--- src/rtl/multicycle_sequencer.sv ---
// Multi-cycle main control FSM for the q1_riscv core: walks each instruction through
// FETCH/DECODE/EXECUTE/MEM/WB and qualifies the control unit's enables by phase.
module multicycle_sequencer #(
    parameter int CNT_W          = 32,
    parameter int TIMEOUT_CYCLES = 16,
    parameter int WAIT_W         = 8
) (
    input  logic             clk,
    input  logic             rst,
    input  logic [6:0]       opcode,
    input  logic [2:0]       funct3,
    input  logic             ctl_reg_write_en,
    input  logic             ctl_mem_read_en,
    input  logic             ctl_mem_write_en,
    input  logic             alu_zero,
    output logic             imem_req,
    input  logic             imem_ready,
    output logic             dmem_req,
    output logic             dmem_we,
    input  logic             dmem_ready,
    output logic             ir_we,
    output logic             pc_we,
    output logic [1:0]       pc_sel,
    output logic             rf_we,
    output logic [1:0]       wb_sel,
    output logic [2:0]       state,
    output logic [CNT_W-1:0] retired,
    output logic             illegal,
    output logic             timeout
);

    typedef enum logic [2:0] {
        ST_FETCH   = 3'd0,
        ST_DECODE  = 3'd1,
        ST_EXECUTE = 3'd2,
        ST_MEM     = 3'd3,
        ST_WB      = 3'd4,
        ST_TRAP    = 3'd7
    } state_t;

    localparam logic [6:0] OP_R      = 7'b0110011;
    localparam logic [6:0] OP_IMM    = 7'b0010011;
    localparam logic [6:0] OP_LOAD   = 7'b0000011;
    localparam logic [6:0] OP_STORE  = 7'b0100011;
    localparam logic [6:0] OP_BRANCH = 7'b1100011;
    localparam logic [6:0] OP_LUI    = 7'b0110111;
    localparam logic [6:0] OP_JAL    = 7'b1101111;

    localparam logic              WD_EN     = (TIMEOUT_CYCLES != 0);
    localparam logic [WAIT_W-1:0] WAIT_LAST = WAIT_W'((TIMEOUT_CYCLES != 0) ? TIMEOUT_CYCLES - 1 : 0);

    state_t            state_r;
    logic [WAIT_W-1:0] wait_cnt_r;
    logic [CNT_W-1:0]  retired_r;
    logic              illegal_r;
    logic              timeout_r;

    logic is_load_s, is_store_s, is_branch_s, is_lui_s, is_jal_s;
    logic opcode_ok_s, branch_f3_ok_s, taken_s, wd_last_s;
    logic unused_ok_s;

    // BEQ is taken on a zero ALU result, BNE on a non-zero one.
    function automatic logic branch_taken(input logic [2:0] f3, input logic zero);
        return (f3 == 3'b000) ? zero : ~zero;
    endfunction

    assign is_load_s      = (opcode == OP_LOAD);
    assign is_store_s     = (opcode == OP_STORE);
    assign is_branch_s    = (opcode == OP_BRANCH);
    assign is_lui_s       = (opcode == OP_LUI);
    assign is_jal_s       = (opcode == OP_JAL);
    assign opcode_ok_s    = (opcode == OP_R) || (opcode == OP_IMM) || is_load_s || is_store_s
                          || is_branch_s || is_lui_s || is_jal_s;
    assign branch_f3_ok_s = (funct3 == 3'b000) || (funct3 == 3'b001);
    assign taken_s        = branch_taken(funct3, alu_zero);
    assign wd_last_s      = WD_EN && (wait_cnt_r == WAIT_LAST);
    assign unused_ok_s    = ctl_mem_read_en;

    assign state   = state_r;
    assign retired = retired_r;
    assign illegal = illegal_r;
    assign timeout = timeout_r;

    // Phase-qualified strobes, decoded from the current state and live inputs.
    always_comb begin
        imem_req = 1'b0;
        ir_we    = 1'b0;
        dmem_req = 1'b0;
        dmem_we  = 1'b0;
        pc_we    = 1'b0;
        pc_sel   = 2'b00;
        rf_we    = 1'b0;
        wb_sel   = 2'b00;
        case (state_r)
            ST_FETCH: begin
                imem_req = 1'b1;
                ir_we    = imem_ready;
            end
            ST_EXECUTE: begin
                if (is_branch_s) begin
                    pc_we  = 1'b1;
                    pc_sel = taken_s ? 2'b01 : 2'b00;
                end else begin
                    pc_we  = 1'b0;
                end
            end
            ST_MEM: begin
                dmem_req = 1'b1;
                dmem_we  = ctl_mem_write_en;
                if (dmem_ready && is_store_s) begin
                    pc_we = 1'b1;
                end else begin
                    pc_we = 1'b0;
                end
            end
            ST_WB: begin
                rf_we  = ctl_reg_write_en;
                pc_we  = 1'b1;
                pc_sel = is_jal_s ? 2'b10 : 2'b00;
                if (is_load_s) begin
                    wb_sel = 2'b01;
                end else if (is_jal_s) begin
                    wb_sel = 2'b10;
                end else if (is_lui_s) begin
                    wb_sel = 2'b11;
                end else begin
                    wb_sel = 2'b00;
                end
            end
            default: begin
                imem_req = 1'b0;
            end
        endcase
    end

    // Phase sequencing, retire counter, watchdog and sticky error flags.
    always_ff @(posedge clk) begin
        if (rst) begin
            state_r    <= ST_FETCH;
            wait_cnt_r <= {WAIT_W{1'b0}};
            retired_r  <= {CNT_W{1'b0}};
            illegal_r  <= 1'b0;
            timeout_r  <= 1'b0;
        end else begin
            case (state_r)
                ST_FETCH: begin
                    if (imem_ready) begin
                        state_r <= ST_DECODE;
                    end else if (wd_last_s) begin
                        state_r   <= ST_TRAP;
                        timeout_r <= 1'b1;
                    end else begin
                        wait_cnt_r <= wait_cnt_r + WAIT_W'(1);
                    end
                end
                ST_DECODE: begin
                    if (!opcode_ok_s || (is_branch_s && !branch_f3_ok_s)) begin
                        state_r   <= ST_TRAP;
                        illegal_r <= 1'b1;
                    end else begin
                        state_r <= ST_EXECUTE;
                    end
                end
                ST_EXECUTE: begin
                    if (is_branch_s) begin
                        state_r    <= ST_FETCH;
                        wait_cnt_r <= {WAIT_W{1'b0}};
                        retired_r  <= retired_r + CNT_W'(1);
                    end else if (is_load_s || is_store_s) begin
                        state_r    <= ST_MEM;
                        wait_cnt_r <= {WAIT_W{1'b0}};
                    end else begin
                        state_r <= ST_WB;
                    end
                end
                ST_MEM: begin
                    if (dmem_ready && is_store_s) begin
                        state_r    <= ST_FETCH;
                        wait_cnt_r <= {WAIT_W{1'b0}};
                        retired_r  <= retired_r + CNT_W'(1);
                    end else if (dmem_ready) begin
                        state_r <= ST_WB;
                    end else if (wd_last_s) begin
                        state_r   <= ST_TRAP;
                        timeout_r <= 1'b1;
                    end else begin
                        wait_cnt_r <= wait_cnt_r + WAIT_W'(1);
                    end
                end
                ST_WB: begin
                    state_r    <= ST_FETCH;
                    wait_cnt_r <= {WAIT_W{1'b0}};
                    retired_r  <= retired_r + CNT_W'(1);
                end
                ST_TRAP: begin
                    state_r <= ST_TRAP;
                end
                // Unused encodings are treated as a fault and parked in TRAP.
                default: begin
                    state_r <= ST_TRAP;
                end
            endcase
        end
    end

endmodule
--- config.mk ---
export PLATFORM = sky130hd
export DESIGN_NAME = multicycle_sequencer
export DESIGN_NICKNAME = d
export VERILOG_FILES = /design/src/rtl/multicycle_sequencer.sv
export SDC_FILE = /design/constraint.sdc
export NUM_CORES = 1
export LEC_CHECK = 0
export ABC_AREA = 1
export CAP_MARGIN = 15
export CELL_PAD_IN_SITES_DETAIL_PLACEMENT = 2
export CELL_PAD_IN_SITES_GLOBAL_PLACEMENT = 2
export CORE_UTILIZATION = 26
export CTS_BUF_LIST = sky130_fd_sc_hd__clkbuf_16
export DETAILED_ROUTE_END_ITERATION = 8
export PLACE_DENSITY = 0.78
export SLEW_MARGIN = 10
export SYNTH_ARGS = -nofsm -noshare
export SYNTH_HDL_FRONTEND = slang
export SYNTH_SLANG_ARGS = --single-unit
--- constraint.sdc ---
create_clock -name clk -period 2.1 [get_ports clk]
set_clock_uncertainty 0.2 [all_clocks]
set_input_delay 0.42 -clock clk [delete_from_list [all_inputs] [get_ports clk]]
set_output_delay 0.42 -clock clk [all_outputs]
set_load 0.05 [all_outputs]
==> flow_summary.json, run 1 <==
{
  "clkTransAtPathRegs_ns": 0.07,
  "multiInputGateArea_sq_um": 1960,
  "yosys_register_bits": 45,
  "drc": 0,
  "startpoint_type": "input pin",
  "grt.total_usage_pct": 22.7,
  "start_util_pct": 27.2,
  "pwr_density_cell_nw_per_um2": 875,
  "io_buffer_count": 63,
  "r2r-start": "state[0]",
  "fin_crit_sh_pct": 98.3,
  "worstSkewPairLatency_ns": 0.30,
  "worstSetupPathType": "in2out",
  "die_area_sq_um": 12000,
  "die_h_microns": 109,
  "overflow": 0,
  "finalHoldViolCount": 0,
  "drt-initial-drc-count": 74,
  "core-area_sq_um": 11000,
  "regArea_sq_um": 910,
  "finalPower_mw": 3.84,
  "r2r-end": "retired[0]",
  "cts_tree": "done",
  "routed_via_density": 5.02,
  "slew_viol_final": 0,
  "fin_setup_tns_ns": 0,
  "finalSetupViolations": 0,
  "grt_pass1_wl_microns": 20700,
  "period_needed_ns": 2.06,
  "cts_hold_buf": 0,
  "maxCapViolations": 0,
  "reg2regPathDepth": 9,
  "ant_nets": 0,
  "tightest_slew_ns": 0.310,
  "num_antenna_cells": 0,
  "endpoint": "wb_sel[1]",
  "netlist_instances": 508,
  "ys_seq_area_share_pct": 30.0,
  "gp_congestion": 0.834,
  "cts_buffer_depth": 2,
  "cts_buffers": 5,
  "min_path_cells": 2,
  "synth-warning-count": 0,
  "grt_max_degree": 28,
  "rrSetupSlack_ns": 0.10,
  "slew_headroom_pct": 79.2,
  "die_w_microns": 109,
  "hp-class": "reg2reg",
  "htreeDepth": 2,
  "syn_nets": 528,
  "n_fill_cell": 1312,
  "cp_max_fo": 3,
  "crit_path_cell_trace": "clkbuf_2 > inv_2 > nand3_2 > nand3b_1 > buf_4 > a21oi_4 > buf_12",
  "antenna_found_initial": 0,
  "grt_pass1_vias": 4116,
  "routed_wl_microns": 13300,
  "area_growth_pct": 46.2,
  "cp_data_arrival_time_ns": 1.44,
  "num_rows": 38,
  "avgSynthCellArea_sq_um": 5.91,
  "crit_path_top_delay_cell": "nand3b_1",
  "status": "completed",
  "root_buffer": "clkbuf_16",
  "drt_pass1_iterations": 4,
  "rsz0062_at_grt": "true",
  "drive_above_1_share_pct": 24.9,
  "hold_ws_ns": 0.295,
  "vias": 3767,
  "ir_worst_vdd_mv": 1.07,
  "end_kind": "output port",
  "clock.fmax_ghz": 0.484,
  "ioPinCount": 65,
  "dp_hpwl_microns": 9480,
  "required_ns": 1.48,
  "synthesis.area_sq_um": 3000,
  "yosysUniqueCellTypes": 30,
  "final_nets": 630,
  "wire_per_inst_microns": 17.8,
  "slowest_delay_ns": 0.21,
  "p_leak_nw": 1.90,
  "clock-sinks": 45,
  "startpoint": "opcode[6]"
}
==> cell type report <==
class | instances | share of cell area (%)
tap | 140 | 3.99
multi-input combinational | 397 | 44.7
clock inverter | 2 | 0.171
clock buffer | 5 | 2.85
timing repair buffer | 107 | 22.8
inverter | 54 | 4.73
sequential | 45 | 20.7
==> cells in the final DEF (no fill, tap or decap), drive strengths merged, types with 10 or more instances in the layout <==
master	count
nand2	165
nor2	100
buf	91
inv	55
dfxtp	45
nand3	40
a21oi	32
nand4	17
o21ai	12
clkbuf	10
==> kinds of logic (layout without fill, tap and decap cells) <==
kind of cell	after synthesis	count (layout)	share of synthesized area, %
adder cells (fa/ha/maj)	2	2	0.834
buffers and inverters	66	168	9.80
XOR/XNOR	6	6	1.75
flip-flops	45	45	30.0
AND/OR/NAND/NOR	339	339	48.9
AO/OA/AOI/OAI	50	50	8.67
==> synthesized netlist by cell type <==
library cell  number  area [sq um]
nand2_2            2          12.5
nand2_4            1          11.3
inv_1             52           195
o21ai_0           12          60.1
ha_1               2          25.0
clkbuf_1           3          11.3
a21oi_1           32           160
xor2_1             4          35.0
a31oi_1            4          25.0
and3_1             1          6.26
nand3b_1           8          60.1
nor2_1            91           342
dfxtp_1           45           901
nand2_1          162           608
nand4_1           17           106
nor2_2             9          56.3
buf_8              1          15.0
buf_4              1          7.51
nand3_4            1          17.5
o21a_1             2          15.0
nor3_1             5          25.0
buf_6              4          45.0
xnor2_1            2          17.5
or2_2              1          6.26
nand3_1           37           185
buf_2              1          5.00
buf_1              2          7.51
and2_1             2          12.5
nand3_2            2          20.0
inv_2              2          7.51
==> per-stage QoR <==
step,utilization (%),area [sq um],setup WS [ns],cells
5_1_grt,39.8,4390,-0.0191,750
6_report,39.8,4390,0.0359,750
2_1_floorplan,-,3050,0.0311,508
3_3_place_gp,36.5,4030,-0.244,727
3_5_place_dp,36.5,4030,-0.333,727
4_1_cts,39.1,4310,0.00381,746
==> how the worst min path moves through the flow <==
stage | startpoint | endpoint | slack [ns]
final | timeout | timeout | 0.29
after global routing | illegal | illegal | 0.33
after CTS | timeout | timeout | 0.31
after detailed placement | timeout | timeout | 0.29
after floorplan | wait_cnt_r[7] | wait_cnt_r[7] | 0.27
after global placement | illegal | illegal | 0.26
==> state kept, by name, indices dropped and copies added (netlist names) <==
| name | count |
|---|---|
| retired | 32 |
| wait_cnt_r | 8 |
| timeout | 1 |
| illegal | 1 |
| state | 3 |
==> timing repair <==
item,CTS,global route
pin swaps,14,14
gates resized for setup,33,31
setup buffers,12,4
endpoints found under the setup margin,8,20
hold endpoints to repair,0,0
==> worst max-delay path: cells and delay by family <==
family | cells | cell delay (ns)
buffers and inverters | 4 | 0.56
AND/OR/NAND/NOR | 2 | 0.29
AO/OA/AOI/OAI | 1 | 0.17
==> metal layers <==
layer / wire, microns / GRT usage [%] / vias up
met2: 7400 / 45.4 / 55
met1: 5220 / 23.4 / 1859
met3: 332 / 3.38 / 25
met4: 368 / 8.76 / 0
met5: 0 / 0 / -
li1: - / - / 1828
==> power by group <==
| group | internal (mW) | switching, mW |
|---|---|---|
| clock | 0.427 | 0.361 |
| sequential | 0.937 | 0.110 |
| combinational | 0.756 | 1.25 |
No activity file was read; power rests on OpenSTA's default activity.
==> run 2, diff against run 1 <==
CORE_UTILIZATION = 32   (was 26)
DONT_BUFFER_PORTS = 1   (was unset)
PLACE_DENSITY = 0.76   (was 0.78)
==> run 2 against run 1 <==
  * Worst hold slack got worse by 0.22 ns
  * Routed wire length down 3.9%
  * Setup slack improved by 0.0059 ns
  * Power down 4.5%
  * Utilization grew 3.9 points
  * Maximum frequency grew 0.29%
  * First-iteration DRC count rose by 30%
  * Global-route usage up 3.5 points
  * Critical path type is now reg2reg
==> flow_summary.json, run 2 (synthesized netlist as in run 1, its figures left out) <==
{
  "status": "completed",
  "grt_max_degree": 24,
  "top_layer": "met4",
  "tightest_slew_ns": 0.918,
  "end_kind": "register",
  "route.met3.wl_microns": 371,
  "final_nets": 584,
  "maxCapViolations": 0,
  "fin_crit_sh_pct": 98.0,
  "p_leak_nw": 1.68,
  "pwr-share-clk_pct": 25.5,
  "io_buffer_count": 0,
  "slowest_delay_ns": 0.37,
  "cts_tree": "done",
  "vias": 3575,
  "clock.fmax_ghz": 0.486,
  "wire_per_inst_microns": 19.0,
  "clkTransAtPathRegs_ns": 0.07,
  "die_w_microns": 98.9,
  "final_cell_mix": "nand2_1 (162), nor2_1 (86), inv_1 (53)",
  "p_switching_mw": 1.62,
  "die_h_microns": 98.9,
  "drive_above_1_share_pct": 17.2,
  "required_ns": 2.04,
  "num_rows": 34,
  "routed_via_density": 5.31,
  "pwr_density_cell_nw_per_um2": 943,
  "clock-sinks": 45,
  "grt_pass1_wl_microns": 20100,
  "cts_buffer_depth": 2,
  "startpoint_type": "register",
  "drc": 0,
  "antenna_found_initial": 0,
  "cp_data_arrival_time_ns": 1.99,
  "crit_path_top_delay_cell": "dfxtp_2",
  "slew_viol_final": 0,
  "start_util_pct": 33.8,
  "layout.cells.non_filler": 673,
  "root_buffer": "clkbuf_16",
  "core-area_sq_um": 8890,
  "area_growth_pct": 29.5,
  "wl_met2_microns": 6840,
  "overflow": 0,
  "ir_worst_vdd_mv": 0.749,
  "cp_max_fo": 6,
  "ioPinCount": 65,
  "power_frac_comb_pct": 45.9,
  "worstSetupPathType": "reg2reg",
  "dp.cells": 657,
  "hp-class": "in2reg",
  "drt_pass1_iterations": 4,
  "utilization_pct": 43.7,
  "period_needed_ns": 2.06,
  "hold_ws_ns": 0.0727,
  "p_int_mw": 2.04,
  "crit_path_frequent_cell": "nand2_1",
  "num_antenna_cells": 0,
  "crit_path_cell_trace": "ha_1 > inv_1 > nor2_1 > buf_4 > inv_1 > nor2_1 > nand2_1 > nand2_1 > nand2_1 > nand2_1 > a21oi_1",
  "routed_wl_microns": 12800,
  "mostFrequentLayoutCell": "nand2_1",
  "dp_hpwl_microns": 8720,
  "cts_buffers": 5,
  "drt-met1-wl_microns": 5220,
  "finalHoldViolCount": 0,
  "power_frac_seq_pct": 28.6,
  "p_sw_share_pct": 44.3,
  "worstSkewPairLatency_ns": 0.30,
  "slew_headroom_pct": 38.6,
  "largest_register_ffs": 32,
  "finalSetupViolations": 0,
  "htreeDepth": 2,
  "die_area_sq_um": 9770,
  "ant_nets": 0,
  "grt_pass1_vias": 4015,
  "grt.total_usage_pct": 26.2,
  "drt-initial-drc-count": 96,
  "gp_congestion": 0.810
}
==> run 2: changes by cell type in the layout (fill, tap and decap cells not counted), sizes merged <==
cell	change
buf	-33
bufbuf	+2
bufinv	+1
clkbuf	-5
clkdlybuf4s15	-4
clkdlybuf4s50	-6
dlygate4sd2	-1
dlygate4sd3	+1
==> run 2: final cells by class <==
class	instances	area [sq um]
flip-flops and latches	45	907
clock buffers	5	125
inverters	54	203
fillers	1113	5000
clock inverters	3	37.5
multi-input cells	397	1880
repair buffers	61	602
well taps	108	135
==> run 2: critical path, delay by kind of cell (launching register included) <==
| kind | cells | cell delay [ns] |
|---|---|---|
| simple gates | 6 | 0.73 |
| flops | 1 | 0.37 |
| buf+inv | 3 | 0.29 |
| fa+ha+maj | 1 | 0.23 |
| compound gates | 1 | 0.08 |
==> run 2: timing repair <==
item	4_1_cts	5_1_grt
endpoints found under the setup margin	2	12
pin swaps	0	3
hold buffers	1	0
setup buffers	0	5
cloned	2	0
gates resized for setup	1	7
hold endpoints to repair	19	0
==> run 2: per-stage QoR <==
step | area (sq um) | setup TNS [ns] | power [mW] | setup slack, ns
after floorplan | 3050 | 0 | 2.18 | 0.0311
after global placement | 3570 | 0 | 2.45 | 0.184
after detailed placement | 3570 | 0 | 2.52 | 0.0725
after CTS | 3820 | 0 | 3.61 | 0.00794
after global routing | 3890 | -0.0632 | 3.87 | -0.0632
final | 3890 | 0 | 3.66 | 0.0418
==> run 2: worst paths after layout <==
path	from	to	slack (ns)	cells past startpoint
worst max-delay path	retired[0]	retired[28]	0.04	11
worst min-delay path	rst	retired[0]	0.07	2
worst max register to register	retired[0]	retired[28]	0.04	11
worst min register to register	wait_cnt_r[7]	wait_cnt_r[7]	0.30	2
==> run 2: power groups by stage <==
stage	Sequential (mW)	Clock, mW	Combinational [mW]
after floorplan	1.18	0	0.996
after global placement	1.05	0	1.40
after detailed placement	1.06	0	1.46
after CTS	1.04	0.939	1.62
after global routing	1.06	0.970	1.85
final	1.05	0.936	1.68
==> run 2: layer usage <==
layer  GRT usage, %  vias to the layer above
met3           4.33                       23
met4           10.7                        0
met1           28.0                     1759
met2           50.5                       64
met5              0                        -
li1               -                     1729
==> run 3, diff against run 2 <==
CORE_UTILIZATION = 26   (was 32)
DONT_BUFFER_PORTS = unset   (was 1)
PLACE_DENSITY = 0.78   (was 0.76)
==> results of run 3 <==
The final DEF is identical to that of run 1; final timing and power are the same.
